===== config.mk =====
export PLATFORM = sky130hd
export DESIGN_NAME = chunk_serial_adder
export DESIGN_NICKNAME = d
export VERILOG_FILES = /design/src/rtl/chunk_serial_adder.sv
export SDC_FILE = /design/constraint.sdc
export NUM_CORES = 1
export LEC_CHECK = 0
export CAP_MARGIN = 20
export CELL_PAD_IN_SITES_DETAIL_PLACEMENT = 0
export CELL_PAD_IN_SITES_GLOBAL_PLACEMENT = 1
export CORE_MARGIN = 8
export CORE_UTILIZATION = 35
export DETAILED_ROUTE_END_ITERATION = 8
export PLACE_DENSITY_LB_ADDON = 0.1
export SYNTH_ARGS = -nofsm -noshare
export SYNTH_HDL_FRONTEND = slang
export SYNTH_SLANG_ARGS = --single-unit

===== constraint.sdc =====
create_clock -name clk -period 3.8 [get_ports clk]
set_input_delay 0.76 -clock clk [delete_from_list [all_inputs] [get_ports clk]]
set_output_delay 0.76 -clock clk [all_outputs]
set_load 0.02 [all_outputs]

===== src/rtl/chunk_serial_adder.sv =====
// chunk_serial_adder: multi-cycle add/subtract, CHUNK bits per clock, LSB chunk first,
// carry rippled between chunks through a register; start/busy/done handshake.
module chunk_serial_adder #(
    parameter int WIDTH = 8,
    parameter int CHUNK = 2
) (
    input  logic             clk,
    input  logic             rst_n,
    input  logic             start,
    input  logic [WIDTH-1:0] a,
    input  logic [WIDTH-1:0] b,
    input  logic             cin,
    input  logic             sub,
    output logic             busy,
    output logic             done,
    output logic [WIDTH-1:0] sum,
    output logic             carry,
    output logic             overflow
);
    localparam int N  = WIDTH / CHUNK;
    localparam int CW = N > 1 ? $clog2(N) : 1;

    generate
        if (CHUNK < 1 || CHUNK > WIDTH || WIDTH % CHUNK != 0) begin : g_bad_chunk
            $error("chunk_serial_adder: CHUNK must divide WIDTH and lie in 1..WIDTH");
        end
    endgenerate

    typedef enum logic {IDLE, RUN} state_t;

    state_t           state, state_nxt;
    logic [CW-1:0]    cnt;
    logic [WIDTH-1:0] a_r, b_r, work, work_nxt;
    logic             c_r, c_out, c_msb, last;
    logic [CHUNK-1:0] sa, sb, s;

    always_comb begin
        sa = a_r[cnt*CHUNK +: CHUNK];
        sb = b_r[cnt*CHUNK +: CHUNK];
        {c_out, s} = {1'b0, sa} + {1'b0, sb} + {{CHUNK{1'b0}}, c_r};
        // carry into the chunk MSB recovered from its sum bit
        c_msb = s[CHUNK-1] ^ sa[CHUNK-1] ^ sb[CHUNK-1];
        last = cnt == CW'(N - 1);
        work_nxt = work;
        work_nxt[cnt*CHUNK +: CHUNK] = s;
    end

    always_comb begin
        state_nxt = state;
        busy      = state == RUN;
        if (state == IDLE)
            state_nxt = start ? RUN : IDLE;
        else
            state_nxt = last ? IDLE : RUN;
    end

    always_ff @(posedge clk or negedge rst_n) begin
        if (!rst_n)
            state <= IDLE;
        else
            state <= state_nxt;
    end

    always_ff @(posedge clk or negedge rst_n) begin
        if (!rst_n) begin
            cnt      <= '0;
            a_r      <= '0;
            b_r      <= '0;
            c_r      <= 1'b0;
            work     <= '0;
            sum      <= '0;
            carry    <= 1'b0;
            overflow <= 1'b0;
            done     <= 1'b0;
        end else begin
            done <= 1'b0;
            if (state == IDLE && start) begin
                a_r <= a;
                b_r <= sub ? ~b : b;
                c_r <= cin ^ sub;
                cnt <= '0;
            end else if (state == RUN) begin
                work <= work_nxt;
                c_r  <= c_out;
                cnt  <= cnt + 1'b1;
                if (last) begin
                    sum      <= work_nxt;
                    carry    <= c_out;
                    overflow <= c_msb ^ c_out;
                    done     <= 1'b1;
                end
            end
        end
    end
endmodule


==> metrics.md, run 1 <==
| Metric | Value |
|---|---|
| Ys flop type | `dfrtp_1` |
| Maximum VDD drop | `approximately 0.27 mV` |
| Post-route ant nets | `0` |
| Clock Path Buffers | `2` |
| Initial core utilization | `0.355` |
| Mapped Area | `1770 µm²` |
| CTS tree | `built` |
| Clock Skews | `between 0.008 and 0.009 ns` |
| Post-route insts no fill | `255` |
| First-pass GRT wire length | `6.11 mm` |
| Tot Pwr | `2.04 mW` |
| Num rows | `26` |
| Sequential element share of the synthesized area | `0.524` |
| Slew Limit Headroom | `0.432` |
| H-tree depth | `2` |
| Post-Syn Area per Cell | `between 10 and 15 µm²` |
| Netlist cell types | `30` |
| Post-synthesis register bit count | `37` |
| CP required | `4.02 ns` |
| Biggest cell delay along the critical path | `approximately 0.64 ns` |
| Status | `completed` |
| Fin. Hold Viols | `0` |
| Final worst-path cycle share | `0.753` |
| DRT iter0 DRCs | `77` |
| Power per Cell Area | `~910 nW/µm²` |
| Die H | `around 87 µm` |
| Design Area, Final | `roughly 2200 µm²` |
| Pins over their slew limit | `0` |
| CP delay by family, top | `adder cells` |
| Post-synth EDFFs | `0` |
| Post-Route Setup TNS | `0 ns` |
| Post-synthesis net count | `181` |
| Area of the multi-input gates | `slightly below 800 µm²` |
| IO Count | `33` |
| DRC errors left | `0` |
| Total GRT Usage | `0.104` |
| Final setup margin | `between 0.9 and 1 ns` |
| Die area | `7580 µm²` |
| Clk_lat worst skew | `0.29 ns` |
| Slew @ Worst Pin | `~0.85 ns` |
| Number of inserted diodes | `0` |
| Slowest-stage cell, CP | `mux4_1` |
| Number of global-route vias before repair | `between 1000 and 1500` |
| Max-cap violations | `0` |
| Synth Warn # | `0` |
| Sequential standard cell area | `926 µm²` |
| Postcts setup bufs | `0` |
| Vias | `about 1200` |
| Mapped Cells | `153` |
| Clock transition at path regs | `0.08 ns` |
| Post-placement setup slack | `between 0.9 and 1 ns` |
| Total CTS buffers | `5` |
| IO buf count | `32` |
| Placed standard-cell area | `about 2100 µm²` |
| Post-DP HPWL | `between 2 and 3 mm` |
| Area Growth Syn to Fin | `26.8%` |
| Placed insts | `247` |
| Drt first pass iters | `4` |
| Share of layout cells above drive strength 1 | `0.108` |
| Cts hold-fix bufs | `0` |
| Buffers & Inverters on Critical Path | `0` |
| Fill cell count | `490` |
| Critical path fanouts, max | `12` |
| RSZ-0062 raised after global routing | `false` |
| Pin count of the biggest net entering global routing | `38` |
| Most common cell after layout, fill and taps aside | `dfrtp_1` |
| Arr. time, crit path | `a little over 3 ns` |
| Clock root buffer | `clkbuf_8` |
| Routed len/inst | `approximately 14 µm` |
| Via-to-Cell Ratio | `4.82` |
| PostCTS Resize Cnt | `0` |
| Fmax | `approximately 350 MHz` |
| Clock sink total | `37` |
| Antenna violations before repair | `0` |
| Core area | `4980 µm²` |
| Tmin final | `about 2.9 ns` |
| Commonest non-fill, non-tap cells in the layout | `dfrtp_1 (37), clkdlybuf4s50_1 (32), nand2_1 (19)` |
| DIE WIDTH | `87.0 µm` |
| Drt total wl | `about 3.5 mm` |
| Routability cong. | `between 0.7 and 0.8` |
| Min-Delay Path Class | `flip-flop to flip-flop` |
| Endpoints failing setup | `0` |
| CP Class | `flip-flop to flip-flop` |
| Final net count | `approximately 210` |
| Async S/R FF share, synth | `1.00` |
| Worst-path cell chain | `mux4_1, fa_1, fa_1, xor2_1, xnor3_1, o21ai_1` |
| Total grt overflow | `0` |
| CP endpoint kind | `flip-flop` |
| CP most frequent cell | `fa_1` |
| Leak Pwr | `about 1 nW` |
| CP Launch Type | `flip-flop` |
-- kinds of logic (layout without fill, tap and decap cells) --
group	Yosys count	after routing	synth area share
compound gates	33	33	0.105
flops	37	37	0.524
fa+ha+maj	7	7	0.0581
buf+inv	14	46	0.0354
xor+xnor	11	11	0.0623
simple gates	37	37	0.0970
mux	14	14	0.118
-- path summary, 6_finish.rpt --
check / from / end / slack (ns) / cells after the start
setup / recovery: cnt[0] / overflow / 0.94 / 6
hold / removal: sum[6] / sum[6] / 0.48 / 1
setup reg to reg: cnt[0] / overflow / 0.94 / 6
hold reg to reg: sum[6] / sum[6] / 0.48 / 1
max in group asynchronous: rst_n / a_r[3] / 2.57 / 2
min in group asynchronous: rst_n / work[0] / 0.90 / 2
-- cell usage after synthesis, types with 4 or more instances --
| library cell | number | share of area |
|---|---|---|
| xnor2_1 | 8 | 0.040 |
| clkbuf_1 | 5 | 0.011 |
| o21ai_0 | 17 | 0.048 |
| mux2_2 | 9 | 0.057 |
| a21oi_1 | 6 | 0.017 |
| inv_1 | 5 | 0.011 |
| nor2_1 | 6 | 0.013 |
| ha_1 | 5 | 0.035 |
| dfrtp_1 | 37 | 0.52 |
| a31oi_1 | 4 | 0.014 |
| nor2b_1 | 4 | 0.014 |
| nand2_1 | 19 | 0.040 |
-- where the power goes --
part / total, mW / internal [mW] / switching [mW]
Combinational: 1.01 / 0.523 / 0.483
Sequential: 0.736 / 0.584 / 0.152
Clock: 0.300 / 0.164 / 0.136
Total: 2.04 / 1.27 / 0.771
-- cell type report --
type	count	share of cell area
clock buffers	7	0.0430
clock inverters	1	0.00223
multi-input cells	102	0.347
flip-flops and latches	37	0.413
repair buffers	33	0.146
well taps	70	0.0391
inverters	5	0.00838
-- registers in the layout (all words and copies together) (netlist names) --
signal	cells
cnt	2
carry	1
b_r	8
a_r	8
done	1
busy	1
c_r	1
work	6
sum	8
overflow	1
-- routing by layer --
layer  GRT usage  wire (µm)  vias to the layer above
met5           0          0                        -
met4      0.0423         36                        0
met3      0.0434        213                        5
met2       0.176       1830                       31
met1       0.113       1430                      610
li1            -          -                      583
-- worst reg2reg max path, cell delays in order (launching register included) --
cell	delay, ns
dfrtp_1	0.62
mux4_1	0.64
fa_1	0.42
fa_1	0.58
xor2_1	0.18
xnor3_1	0.23
o21ai_1	0.11
-- metrics by stage --
stage               utilization  hold WS (ns)
global placement          0.430         0.461
CTS                       0.450         0.483
global route              0.450         0.498
detailed placement        0.430         0.465
finish                    0.450         0.480
floorplan                     -         0.442
No activity file was read; power rests on OpenSTA's default activity.
==> inputs of run 2 (changes only) <==
clock period = 2.8 ns   (was 3.8 ns; I/O delays follow)
==> run 2 against run 1 <==
- register-to-register slack got worse by 0.77 ns
- sequential share of layout area decreased by 0.24 points
- hold slack got worse by 0.0044 ns
- sequential cell count unchanged
- sequential power increased by 33%
- critical path depth unchanged
- cell count increased by 1.2%
- global-route usage increased by 0.31 points
- setup slack got worse by 0.77 ns
- critical path type unchanged
- largest power group unchanged
==> metrics.md, run 2 (same netlist as run 1, synthesis figures left out) <==
| Metric | Value |
|---|---|
| Pin count of the biggest net entering global routing | `22` |
| Share of layout cells above drive strength 1 | `0.122` |
| Commonest non-fill, non-tap cells in the layout | `dfrtp_1 (36), clkdlybuf4s50_1 (32), nand2_1 (19)` |
| Placed insts | `roughly 250` |
| IO buf count | `32` |
| Clock Path Buffers | `2` |
| Placed standard-cell area | `about 2200 µm²` |
| Final net count | `216` |
| Clock transition at path regs | `roughly 0.080 ns` |
| Hold Path End | `sum[7]` |
| CTS tree | `built` |
| Postcts setup bufs | `0` |
| Clock Skews | `between 0.01 and 0.015 ns` |
| Maximum VDD drop | `0.463 mV` |
| Routability cong. | `~0.75` |
| Fin. Hold Viols | `0` |
| IO Count | `33` |
| Post-Route Setup TNS | `0 ns` |
| Total CTS buffers | `5` |
| Leak Pwr | `around 1 nW` |
| Post-route insts no fill | `around 260` |
| DRC errors left | `0` |
| Tmin final | `2.63 ns` |
| Via-to-Cell Ratio | `4.65` |
| H-tree depth | `2` |
| Hold Path Stages | `1` |
| Fmax | `between 300 and 400 MHz` |
| Slowest-stage cell, CP | `mux4_1` |
| Clock root buffer | `clkbuf_8` |
| CP Class | `flip-flop to flip-flop` |
| Area Growth Syn to Fin | `27.7%` |
| Final worst-path cycle share | `0.939` |
| Final setup margin | `roughly 0.17 ns` |
| Min-Delay Path Class | `flip-flop to flip-flop` |
| Arr. time, crit path | `about 2.8 ns` |
| Cts hold-fix bufs | `0` |
| Drt total wl | `between 3 and 4 mm` |
| Number of global-route vias before repair | `approximately 1300` |
| Total grt overflow | `0` |
| DRT iter0 DRCs | `43` |
| RSZ-0062 raised after global routing | `false` |
| Reg-to-Reg Start | `cnt[0]` |
| Num rows | `26` |
| DIE WIDTH | `between 80 and 90 µm` |
| Clk_lat worst skew | `between 0.2 and 0.3 ns` |
| Vias | `1200` |
| Post-placement setup slack | `between 0.1 and 0.15 ns` |
| Biggest cell delay along the critical path | `approximately 0.60 ns` |
| Pins over their slew limit | `0` |
| Worst R2R End | `overflow` |
| Core area | `around 5000 µm²` |
| Die area | `roughly 7600 µm²` |
| Max-cap violations | `0` |
| Post-DP HPWL | `around 2.8 mm` |
| Power per Cell Area | `between 1000 and 1500 nW/µm²` |
| CP required | `roughly 3 ns` |
| Drt first pass iters | `4` |
| Hold_ws | `~0.48 ns` |
| Worst-path cell chain | `mux4_1, fa_1, fa_1, xor2_1, xnor3_1, o21ai_1` |
| Number of inserted diodes | `0` |
| Clock sink total | `37` |
| Slew Limit Headroom | `0.449` |
| Endpoints failing setup | `0` |
| Total GRT Usage | `0.108` |
| Initial core utilization | `0.355` |
| CP endpoint kind | `flip-flop` |
| Design Area, Final | `~2300 µm²` |
| Worst hold start | `sum[7]` |
| Routed len/inst | `~14 µm` |
| CP most frequent cell | `fa_1` |
| Largest registers | `a_r: 8 flops, b_r: 8 flops, sum: 8 flops` |
| Antenna violations before repair | `0` |
| Most common cell after layout, fill and taps aside | `dfrtp_1` |
| Reg2Reg Depth | `6` |
| Die H | `around 87 µm` |
| Slew @ Worst Pin | `about 0.82 ns` |
| Critical path fanouts, max | `4` |
| PostCTS Resize Cnt | `0` |
| R2r setup slk | `between 0.15 and 0.2 ns` |
| First-pass GRT wire length | `a little over 6 mm` |
| Status | `completed` |
| Final core occ | `0.453` |
| Tot Pwr | `between 2 and 3 mW` |
| CP Launch Type | `flip-flop` |
| Post-route ant nets | `0` |
==> run 2: cell types whose count changed in the layout (fill, tap and decap cells not counted) <==
cell      previous run  this run
buf_4                1         5
dfrtp_1             37        36
clkinv_2             1         0
clkbuf_1             0         1
dfrtp_2              0         1
clkbuf_8             7         6
==> run 2: where the power goes <==
part	leakage (nW)	switching (mW)	total [mW]	internal, mW
registers	0.453	0.185	0.980	0.795
clock network	0.0443	0.184	0.379	0.195
logic	0.487	0.702	1.48	0.773
total	0.984	1.07	2.83	1.76
==> run 2: per-layer routing <==
layer  vias up  track usage  part of all wire
met4         0       0.0423             0.017
met5         -            0                 0
li1        590            -                 -
met3         8       0.0377             0.063
met2        31        0.182              0.48
met1       571        0.121              0.44
==> run 2: layout make-up <==
type / instances / area, µm²
multi-input combinational: 102 / 778
sequential: 37 / 927
fill: 479 / 2720
inverter: 5 / 18.8
timing repair buffer: 37 / 358
clock buffer: 7 / 86.3
tap: 70 / 87.6
==> run 2: how the worst max path moves through the flow <==
stage | slack, ns | cells after the start | startpoint | end
5_1_grt | 0.03 | 6 | cnt[0] | overflow
4_1_cts | 0.09 | 6 | cnt[0] | overflow
2_1_floorplan | 0.20 | 7 | cnt[0] | overflow
3_5_place_dp | 0.12 | 6 | cnt[0] | overflow
6_report | 0.17 | 6 | cnt[0] | overflow
3_3_place_gp | 0.25 | 6 | cnt[0] | overflow
==> run 2: worst max-delay path, delay by kind of cell, from the launching register on <==
kind | cells | cell delay (ns)
flip-flops | 1 | 0.41
XOR/XNOR | 2 | 0.41
adder cells (fa/ha/maj) | 2 | 1.00
AO/OA/AOI/OAI | 1 | 0.13
multiplexers | 1 | 0.60
==> inputs of run 3 (changes only) <==
--- a/constraint.sdc
+++ b/constraint.sdc
@@ -3,2 +3,2 @@
 set_output_delay 0.56 -clock clk [all_outputs]
-set_load 0.02 [all_outputs]
+set_load 0.01 [all_outputs]
==> results of run 3 <==
The final DEF is identical to that of run 2. Status: completed.
Among the figures that moved: total power 2.83 mW -> 2.78 mW
